### config.mk
export PLATFORM = sky130hd
export DESIGN_NAME = pipe_stage_chain
export DESIGN_NICKNAME = d
export VERILOG_FILES = /design/src/rtl/pipe_stage_chain.sv
export SDC_FILE = /design/constraint.sdc
export NUM_CORES = 1
export LEC_CHECK = 0
export BUFFER_PORTS_ARGS = -buffer_cell sky130_fd_sc_hd__buf_4
export CORE_ASPECT_RATIO = 1.75
export CORE_MARGIN = 10
export CORE_UTILIZATION = 45
export DETAILED_ROUTE_END_ITERATION = 7
export PLACE_DENSITY = 0.78
export SLEW_MARGIN = 15
export SYNTH_ARGS = -nofsm -noshare
export SYNTH_HDL_FRONTEND = slang
export SYNTH_SLANG_ARGS = --single-unit
### constraint.sdc
create_clock -name clk -period 1.3 [get_ports clk]
set_input_delay 0 -clock clk [delete_from_list [all_inputs] [get_ports clk]]
set_output_delay 0 -clock clk [all_outputs]
set_load 0.005 [all_outputs]
### src/rtl/pipe_stage_chain.sv
// Elastic pipeline register chain: DEPTH slots with per-slot valid bits, a valid/ready
// handshake, backpressure stall, bubble collapsing and a synchronous flush.
module pipe_stage_chain #(
    parameter int DATA_W = 32,
    parameter int DEPTH  = 1,
    parameter int CNT_W  = $clog2(DEPTH + 1)
) (
    input  logic              clk,
    input  logic              rst_n,
    input  logic              clr,
    input  logic              in_valid,
    input  logic [DATA_W-1:0] in_data,
    output logic              in_ready,
    output logic              out_valid,
    output logic [DATA_W-1:0] out_data,
    input  logic              out_ready,
    output logic [CNT_W-1:0]  count
);

    logic [DEPTH-1:0]  v;
    logic [DATA_W-1:0] d     [DEPTH];
    logic [DEPTH-1:0]  rdy;
    logic [DEPTH-1:0]  src_v;
    logic [DATA_W-1:0] src_d [DEPTH];
    logic              acc;
    logic              del;

    // A slot can load when it is empty or when the slot ahead of it moves on;
    // the running term walks from out_ready back towards slot 0.
    always_comb begin
        logic r;
        rdy = '0;
        r   = out_ready;
        for (int i = DEPTH - 1; i >= 0; i--) begin
            r      = ~v[i] | r;
            rdy[i] = r;
        end
    end

    always_comb begin
        src_v    = '0;
        src_d    = '{default: '0};
        src_v[0] = in_valid;
        src_d[0] = in_data;
        for (int i = 1; i < DEPTH; i++) begin
            src_v[i] = v[i-1];
            src_d[i] = d[i-1];
        end
    end

    assign in_ready  = rdy[0] & ~clr;
    assign out_valid = v[DEPTH-1] & ~clr;
    assign out_data  = d[DEPTH-1];
    assign acc       = in_valid & in_ready;
    assign del       = out_valid & out_ready;

    always_ff @(posedge clk or negedge rst_n) begin
        if (!rst_n) begin
            v     <= '0;
            d     <= '{default: '0};
            count <= '0;
        end else if (clr) begin
            v     <= '0;
            d     <= '{default: '0};
            count <= '0;
        end else begin
            for (int i = 0; i < DEPTH; i++) begin
                if (rdy[i]) begin
                    v[i] <= src_v[i];
                    // Payload only moves with a real beat, so stale data sits still.
                    if (src_v[i]) begin
                        d[i] <= src_d[i];
                    end
                end
            end
            count <= count + CNT_W'(acc) - CNT_W'(del);
        end
    end

endmodule

; After elaboration in Yosys (flattened, before gate mapping)
; Cells that the tools add are included.
; Widths: inputs -> output; s select.
[totals]
reg_bits = 34
word_cells = 21
inputBits = 37
output_inout_bits = 35
[classes]
n_addsub = 2
n_mux = 6
bitwise_logic = 7
n_reduce_logical = 3
[ops]
columns = cell, n
row1 = $mux 32, 3
row2 = $and 1x1->1, 4
row3 = $reduce_bool 2->1, 2
row4 = $mux 1, 3
row5 = $not 1->1, 2
row6 = $reduce_and 2->1, 1
row7 = $add 1x1->1, 1
row8 = $or 1x1->1, 1
row9 = $sub 1x1->1, 1

; Logic depth before layout (Yosys ltp)
; Gate-level depths: netlist of the first run.
[depth]
ltp_word = 7
mapped_depth = 5
depth_no_buf = 3

; Worst setup path after synthesis of the first run
; Ideal clock, no wire load.
[synth_path]
path_type = register to register
startpoint = register v
endpoint = register d (netlist bit out_data[0])
path_slack_ns = 0.295
period_less_slack_ns = 1.005
required_time_ns = 1.164
setup_time_ns = 0.136
t_arrival_ns = 0.869
n_path_buf = 1
stages_incl_launch_ff = 5
path_cell_list = dfrtp_1 > and2b_4 > buf_6 > o21ai_1 > a21oi_1
[synth_via]
elab_chain_len = 4
[synth_rtl]
columns = item, line
row1 = "start, declared", 20  ; logic [DEPTH-1:0] v;
row2 = "start signal, assigned by index", 69  ; v[i] <= src_v[i];
row3 = $not 1->1, 35  ; r = ~v[i] | r;
row4 = $or 1x1->1, 35
row5 = $reduce_bool 2->1 (no source line), n/a
row6 = $reduce_and 2->1 (no source line), n/a
row7 = "end signal, assigned by index", 72  ; d[i] <= src_d[i];
row8 = "end, declared", 21  ; logic [DATA_W-1:0] d [DEPTH];
; No other way between the ends.
; A chain may end at the register's enable or synchronous reset.

; Worst setup path in the final report of the first run
[layout_path]
startpoint = register v
endpoint = register d (netlist bit out_data[15])
; The elaborated chain is that of the path after synthesis.

==> results of run 1 <==
## sequential cells by signal, indices dropped and copies added (netlist names)
register,flops
out_data,32
count,1
v,1
## metrics by stage
stage                     power, mW  setup slack, ns
after global placement         1.55            0.175
after floorplan                1.34            0.295
after CTS                      2.46           0.0176
final                          2.46           0.0935
after detailed placement       1.57           0.0767
after global routing           2.57           0.0142
## power by group
group          switching [mW]  leakage, nW  internal (mW)  total [mW]
clock network           0.371       0.0482          0.427       0.798
registers              0.0363        0.454           1.12        1.15
logic                   0.223        0.683          0.281       0.504
total                   0.630         1.19           1.83        2.46
## Yosys cell counts, drive strengths merged
master,n
and2b,1
a21oi,34
clkbuf,3
buf,15
nor2b,1
nand3,33
inv,1
nand2b,2
o21ai,32
nor2,1
a21o,1
nand3b,1
dfrtp,34
## cells by family (layout without fill, tap and decap cells)
group,count (synthesis),count (layout),share of synthesized area
AO/OA/AOI/OAI,67,67,0.223
AND/OR/NAND/NOR,39,40,0.136
flip-flops,34,34,0.562
buffers and inverters,19,118,0.0786
## worst min path at each step
stage / start / slack [ns] / to / cells past startpoint
6_report: in_valid / 0.08 / out_data[19] / 3
5_1_grt: in_valid / 0.08 / out_data[18] / 3
4_1_cts: in_valid / 0.06 / out_data[23] / 3
3_5_place_dp: rst_n / -0.03 / out_data[30] / 1
3_3_place_gp: rst_n / -0.04 / out_data[30] / 1
2_1_floorplan: rst_n / -0.30 / count / 0
## timing repair
| item | CTS | global route |
|---|---|---|
| setup endpoints to repair | 1 | 3 |
| cloned | 1 | 0 |
| buffers inserted | 0 | 3 |
| endpoints found under the hold margin | 66 | 0 |
| hold buffers | 33 | 0 |
| gates resized for setup | 1 | 1 |
## critical path, delay by kind of cell, from the launching register on
family / cells / cell delay [ns]
AO/OA/AOI/OAI: 2 / 0.26
buffers and inverters: 1 / 0.13
flip-flops: 1 / 0.45
AND/OR/NAND/NOR: 1 / 0.24
## final cells by class
class	count	area, um^2
fill	213	718
tap	43	53.8
timing repair buffer	109	938
clock buffer	7	86.3
sequential	34	851
inverter	1	3.75
multi-input combinational	107	553
clock inverter	1	5.00
## per-layer routing
metal | vias up | part of all wire
li1 | 765 | -
met1 | 787 | 0.35
met2 | 78 | 0.52
met3 | 16 | 0.092
met4 | 0 | 0.035
met5 | - | 0
==> results.sh, run 1 <==
export IMPL_dp_cells=257
export IMPL_grt_max_degree=37
export IMPL_critPathRequiredTime_ns=1.45
export IMPL_finalSetupViolCount=0
export IMPL_io_pins=72
export IMPL_clock_sinks=34
export IMPL_place_area_mm2=0.00201
export IMPL_core_area_mm2=0.00321
export IMPL_slew_headroom=0.642
export IMPL_synth_nets=196
export IMPL_dr_pass1_iters=4
export IMPL_ys_seq_elements=34
export IMPL_numCtsBuffers=5
export IMPL_area_growth_pct=64.7
export IMPL_drt_first_iter_violations=109
export IMPL_ff2ff_setup_slack_ns=0.09
export IMPL_wl_per_cell_um=18.5
export IMPL_max_cap_violations=0
export IMPL_synth_area_mm2=0.00151
export IMPL_yosys_top_cells_area="dfrtp_1, a21oi_1, nand3_1"
export IMPL_synth_cell_types=16
export IMPL_pwr_density_cell_mw_per_mm2=986
export IMPL_ys_warnings_count=0
export IMPL_critPathLaunchType="flip-flop"
export IMPL_htreeDepth=2
export IMPL_dpl_hpwl_um=3340
export IMPL_fin_nets=295
export IMPL_rsz0062_at_grt="no"
export IMPL_top_usage_layer="met2"
export IMPL_crit_path_end_kind="flip-flop"
export IMPL_routed_via_density=5.45
export IMPL_vdd_drop_max_uv=845
export IMPL_path_class="flip-flop to flip-flop"
export IMPL_die_y_um=96.7
export IMPL_min_period_ns=1.21
export IMPL_totalWireLength_um=5580
export IMPL_r2r_cells=4
export IMPL_grt_pass1_vias=1797
export IMPL_mostFrequentLayoutCell="buf_4"
export IMPL_crit_reg2reg_launch="v"
export IMPL_grt_met2_usage=0.302
export IMPL_grt_overflow_total=0
export IMPL_drc=0
export IMPL_fin_cells=302
export IMPL_clk_path_buf_depth=2
export IMPL_finalHoldViolations=0
export IMPL_tns_ns=0
export IMPL_yosysTopAreaCell="dfrtp_1"
export IMPL_crit_start="v"
export IMPL_max_stage_delay_ns=0.45
export IMPL_crit_chain="and2b_4 > buf_12 > o21ai_0 > a21oi_1"
export IMPL_crit_end="out_data[15]"
export IMPL_finalMaxSlewViolations=0
export IMPL_p_leak_nw=1.19
export IMPL_yosysSeqAreaShare=0.562
export IMPL_outcome="finished clean"
export IMPL_diodes=0
export IMPL_final_area_mm2=0.00249
export IMPL_syn_inst=159
export IMPL_cpMaxStageDelayCell="dfrtp_1"
export IMPL_grt_use_total=0.174
export IMPL_initial_core_util=0.471
export IMPL_path_clk_slew_ns=0.07
export IMPL_grt_pass1_wl_um=8920
export IMPL_drtAntennaViolNets=0
export IMPL_met1_usage=0.177
export IMPL_finalCoreUtilization=0.776
export IMPL_grt_antenna_before_repair=0
export IMPL_drive_gt1_frac=0.332
export IMPL_avgSynthCellArea_um2=9.51
export IMPL_cts_tree="built"
export IMPL_max_freq_ghz=0.829
export IMPL_synth_top_cell_area_share=0.562
export IMPL_period_share=0.928
export IMPL_worstMarginPinSlew_ns=0.536
export IMPL_r2r_end="out_data[15]"
export IMPL_clkLatencyLatePin_ns=0.28
export IMPL_die_w_um=63.8
export IMPL_use_met3=0.0634
export IMPL_cts_root_buf="clkbuf_8"
export IMPL_fin_worst_skew_ns=0.00183
export IMPL_routabilityCongestion=0.735
export IMPL_port_buffers=71
export IMPL_crit_fanout=6
export IMPL_rows=27
export IMPL_cp_arrival_ns=1.36
export IMPL_whs_ns=0.0775
export IMPL_die_area_mm2=0.00617
export IMPL_mostFrequentLayoutCells="buf_4, a21oi_1, dfrtp_1"
export IMPL_vias=1646
export IMPL_hold_path_class="input port to flip-flop"
(Power assumes the default switching activity.)
==> run 2: changes to the inputs <==
Settings changed: PLACE_DENSITY 0.78 to 0.83, TNS_END_PERCENT set to 30.
==> results.sh, run 2 (same netlist as run 1, synthesis figures left out) <==
export IMPL_outcome="finished clean"
export IMPL_max_freq_ghz=0.822
export IMPL_cpMaxStageDelayCell="dfrtp_1"
export IMPL_tns_ns=0
export IMPL_drtAntennaViolNets=0
export IMPL_ff2ff_setup_slack_ns=0.08
export IMPL_vias=1662
export IMPL_clock_sinks=34
export IMPL_cts_tree="built"
export IMPL_numCtsBuffers=5
export IMPL_hold_path_class="input port to flip-flop"
export IMPL_crit_reg2reg_launch="v"
export IMPL_totalWireLength_um=5660
export IMPL_dpl_hpwl_um=3460
export IMPL_period_share=0.936
export IMPL_core_area_mm2=0.00321
export IMPL_fin_worst_skew_ns=0.00381
export IMPL_max_cap_violations=0
export IMPL_path_clk_slew_ns=0.07
export IMPL_critPathRequiredTime_ns=1.50
export IMPL_grt_use_total=0.180
export IMPL_routabilityCongestion=0.722
export IMPL_r2r_end="out_data[1]"
export IMPL_max_stage_delay_ns=0.38
export IMPL_drc=0
export IMPL_dr_pass1_iters=4
export IMPL_critPathLaunchType="flip-flop"
export IMPL_whs_path_depth=3
export IMPL_pwr_density_cell_mw_per_mm2=996
export IMPL_path_class="flip-flop to flip-flop"
export IMPL_diodes=0
export IMPL_largest_reg_flops=32
export IMPL_finalMaxSlewViolations=0
export IMPL_clkLatencyLatePin_ns=0.28
export IMPL_routed_via_density=5.56
export IMPL_grt_max_degree=37
export IMPL_r2r_cells=5
export IMPL_grt_pass1_wl_um=8980
export IMPL_htreeDepth=2
export IMPL_grt_pass1_vias=1729
export IMPL_p_leak_nw=1.17
export IMPL_crit_fanout=33
export IMPL_finalHoldViolations=0
export IMPL_drt_first_iter_violations=78
export IMPL_wl_per_cell_um=18.9
export IMPL_grt_overflow_total=0
export IMPL_crit_chain="buf_4 > nand2b_1 > buf_12 > nand3_1 > a21oi_1"
export IMPL_rsz0062_at_grt="no"
export IMPL_finalSetupViolCount=0
export IMPL_area_growth_pct=62.5
export IMPL_drive_gt1_frac=0.336
export IMPL_clk_path_buf_depth=2
export IMPL_port_buffers=71
export IMPL_grt_antenna_before_repair=0
export IMPL_min_period_ns=1.22
export IMPL_worstMarginPinSlew_ns=0.434
export IMPL_cts_root_buf="clkbuf_8"
export IMPL_fin_nets=292
export IMPL_crit_path_end_kind="flip-flop"
export IMPL_die_y_um=96.7
export IMPL_io_pins=72
export IMPL_hold_path_end="out_data[11]"
export IMPL_slew_headroom=0.711
export IMPL_rows=27
export IMPL_whs_ns=0.00634
export IMPL_die_w_um=63.8
export IMPL_hp_start="in_data[11]"
export IMPL_initial_core_util=0.471
export IMPL_die_area_mm2=0.00617
export IMPL_mostFrequentLayoutCells="buf_4, a21oi_1, dfrtp_1"
export IMPL_cp_arrival_ns=1.42
export IMPL_mostFrequentLayoutCell="buf_4"
export IMPL_vdd_drop_max_uv=808
## run 2: cell types whose count changed in the layout (fill, tap and decap cells not counted)
cell           delta
buf_4             +1
and2b_4           -1
dlygate4sd3_1     -3
## run 2: stage by stage
step	cell area, um^2	cells	util	setup slack (ns)	power (mW)
6_report	2460	299	0.766	0.0836	2.45
5_1_grt	2460	299	0.766	0.0443	2.56
4_1_cts	2450	298	0.764	0.0390	2.45
3_5_place_dp	2050	259	0.639	0.132	1.59
3_3_place_gp	2050	259	0.639	0.179	1.57
2_1_floorplan	1510	159	-	0.295	1.34
## run 2: metal layers
layer  share of wire  vias to the layer above  GRT usage  wire length [um]
li1                -                      760          -                 -
met2            0.53                       76      0.314              3000
met1            0.35                      808      0.183              1980
met4           0.038                        0     0.0857               216
met3           0.082                       18     0.0622               463
met5               0                        -          0                 0
## run 2: final cells by class
class	instances	area, um^2
clock buffer	7	86.3
sequential	34	851
inverter	1	3.75
multi-input combinational	106	543
fill	198	751
tap	43	53.8
timing repair buffer	107	916
clock inverter	1	5.00
## run 2: how the worst max path moves through the flow
stage / start / to / cells past startpoint
floorplan: v / out_data[0] / 4
global placement: v / out_data[31] / 4
global route: v / out_data[3] / 5
detailed placement: v / out_data[3] / 4
finish: v / out_data[1] / 5
CTS: v / in_ready / 4
## run 2: where the power goes
part	switching [mW]	internal, mW	total [mW]
Sequential	0.0352	1.12	1.15
Combinational	0.227	0.277	0.503
Clock	0.366	0.427	0.793
Total	0.628	1.82	2.45
## run 2: critical path, delay by kind of cell, from the launching register on
kind | cells | cell delay [ns]
AOI/OAI and AO/OA | 1 | 0.18
buffers and inverters | 2 | 0.34
DFF | 1 | 0.38
and+or+nand+nor | 2 | 0.22
## run 2: repair_timing
action | 4_1_cts | 5_1_grt
endpoints found under the setup margin | 1 | 1
resized for setup | 0 | 0
buffers inserted | 1 | 1
hold buffers | 30 | 0
endpoints found under the hold margin | 63 | 0
==> run 3: changes to the inputs <==
Settings changed: PLACE_DENSITY 0.83 to 0.78.
==> results.sh, run 3 (same netlist as run 1, synthesis figures left out) <==
export IMPL_outcome="finished clean"
export IMPL_dpl_hpwl_um=3340
export IMPL_grt_pass1_wl_um=8920
export IMPL_rsz0062_at_grt="no"
export IMPL_r2r_cells=4
export IMPL_period_share=0.944
export IMPL_dr_pass1_iters=4
export IMPL_drt_first_iter_violations=96
export IMPL_pwr_density_cell_mw_per_mm2=998
export IMPL_cts_tree="built"
export IMPL_worstMarginPinSlew_ns=0.532
export IMPL_critPathLaunchType="flip-flop"
export IMPL_hold_path_class="input port to flip-flop"
export IMPL_mostFrequentLayoutCells="buf_4, a21oi_1, nand3_1, dfrtp_1, dlygate4sd3_1"
export IMPL_numCtsBuffers=5
export IMPL_clock_sinks=34
export IMPL_crit_reg2reg_launch="v"
export IMPL_initial_core_util=0.471
export IMPL_drive_gt1_frac=0.328
export IMPL_tns_ns=0
export IMPL_vdd_drop_max_uv=841
export IMPL_cp_arrival_ns=1.23
export IMPL_die_w_um=63.8
export IMPL_path_class="flip-flop to primary output"
export IMPL_rows=27
export IMPL_routabilityCongestion=0.735
export IMPL_drtAntennaViolNets=0
export IMPL_min_period_ns=1.23
export IMPL_largest_reg_flops=32
export IMPL_wl_per_cell_um=18.3
export IMPL_vias=1640
export IMPL_grt_max_degree=37
export IMPL_drc=0
export IMPL_port_buffers=71
export IMPL_totalWireLength_um=5480
export IMPL_crit_end="in_ready"
export IMPL_slew_headroom=0.645
export IMPL_die_area_mm2=0.00617
export IMPL_r2r_end="out_data[23]"
export IMPL_fin_cells=299
export IMPL_clkLatencyLatePin_ns=0.28
export IMPL_routed_via_density=5.48
export IMPL_crit_start="v"
export IMPL_grt_pass1_vias=1797
export IMPL_crit_path_end_kind="primary output"
export IMPL_fin_worst_skew_ns=0.00290
export IMPL_grt_use_total=0.174
export IMPL_cts_root_buf="clkbuf_8"
export IMPL_io_pins=72
export IMPL_finalSetupViolCount=0
export IMPL_area_growth_pct=61.6
export IMPL_grt_antenna_before_repair=0
export IMPL_total_power_mw=2.44
export IMPL_max_cap_violations=0
export IMPL_die_y_um=96.7
export IMPL_htreeDepth=2
export IMPL_grt_overflow_total=0
export IMPL_diodes=0
export IMPL_fin_nets=292
export IMPL_dp_cells=257
export IMPL_mostFrequentLayoutCell="buf_4"
export IMPL_clk_path_buf_depth=2
export IMPL_core_area_mm2=0.00321
export IMPL_max_freq_ghz=0.814
export IMPL_ff2ff_setup_slack_ns=0.17
export IMPL_finalHoldViolations=0
export IMPL_critPathRequiredTime_ns=1.30
export IMPL_p_leak_nw=1.16
export IMPL_finalMaxSlewViolations=0
export IMPL_crit_fanout=17
export IMPL_path_clk_slew_ns=0.07
[run 3: cell count changes in the layout (fill, tap and decap cells not counted)]
cell / before / now
dlygate4sd3_1: 30 / 33
buf_12: 3 / 1
buf_4: 74 / 72
and2b_4: 1 / 2
dfrtp_1: 34 / 33
dfrtp_2: 0 / 1
[run 3: through the flow]
step	instance area, um^2	hold slack, ns	utilization	setup slack, ns
floorplan	1510	-0.296	-	0.295
global placement	2010	-0.0388	0.627	0.175
detailed placement	2010	-0.0304	0.627	0.0767
CTS	2440	0.0569	0.761	0.0176
global route	2440	0.0842	0.762	0.0336
finish	2440	0.0711	0.762	0.0722
[run 3: final cells by class]
class	instances	area, um^2
clock buffer	7	86.3
clock inverter	1	5.00
fill	222	764
inverter	1	3.75
multi-input combinational	107	553
sequential	34	852
tap	43	53.8
timing repair buffer	106	891
[run 3: repair_timing]
action / in CTS / in global routing
setup endpoints to repair: 1 / 3
buffers inserted: 0 / 0
hold endpoints to repair: 66 / 0
pin swaps: 0 / 0
gates resized for setup: 1 / 2
hold buffers: 33 / 0
gates cloned: 1 / 0
[run 3: metal layers]
layer	share of wire	vias up	routed length (um)	track usage
met3	0.092	15	507	0.0634
met2	0.53	74	2890	0.302
li1	-	754	-	-
met1	0.34	797	1880	0.177
met4	0.038	0	210	0.0790
met5	0	-	0	0
[run 3: worst min-delay path by stage]
| stage | from | endpoint | slack (ns) | depth (start not counted) |
|---|---|---|---|---|
| final | in_valid | out_data[19] | 0.07 | 3 |
| after global routing | in_valid | out_data[21] | 0.08 | 3 |
| after CTS | in_valid | out_data[23] | 0.06 | 3 |
| after detailed placement | rst_n | out_data[30] | -0.03 | 1 |
| after global placement | rst_n | out_data[30] | -0.04 | 1 |
| after floorplan | rst_n | count | -0.30 | 0 |
[run 3: where the power goes]
group	internal [mW]	total, mW	switching, mW
clock network	0.427	0.798	0.371
logic	0.269	0.487	0.218
registers	1.12	1.15	0.0356
[run 3: worst max-delay path: stages, from the launching register on]
cell and delay (ns):
dfrtp_2 0.42, and2b_4 0.32, nor2_1 0.07, buf_4 0.15
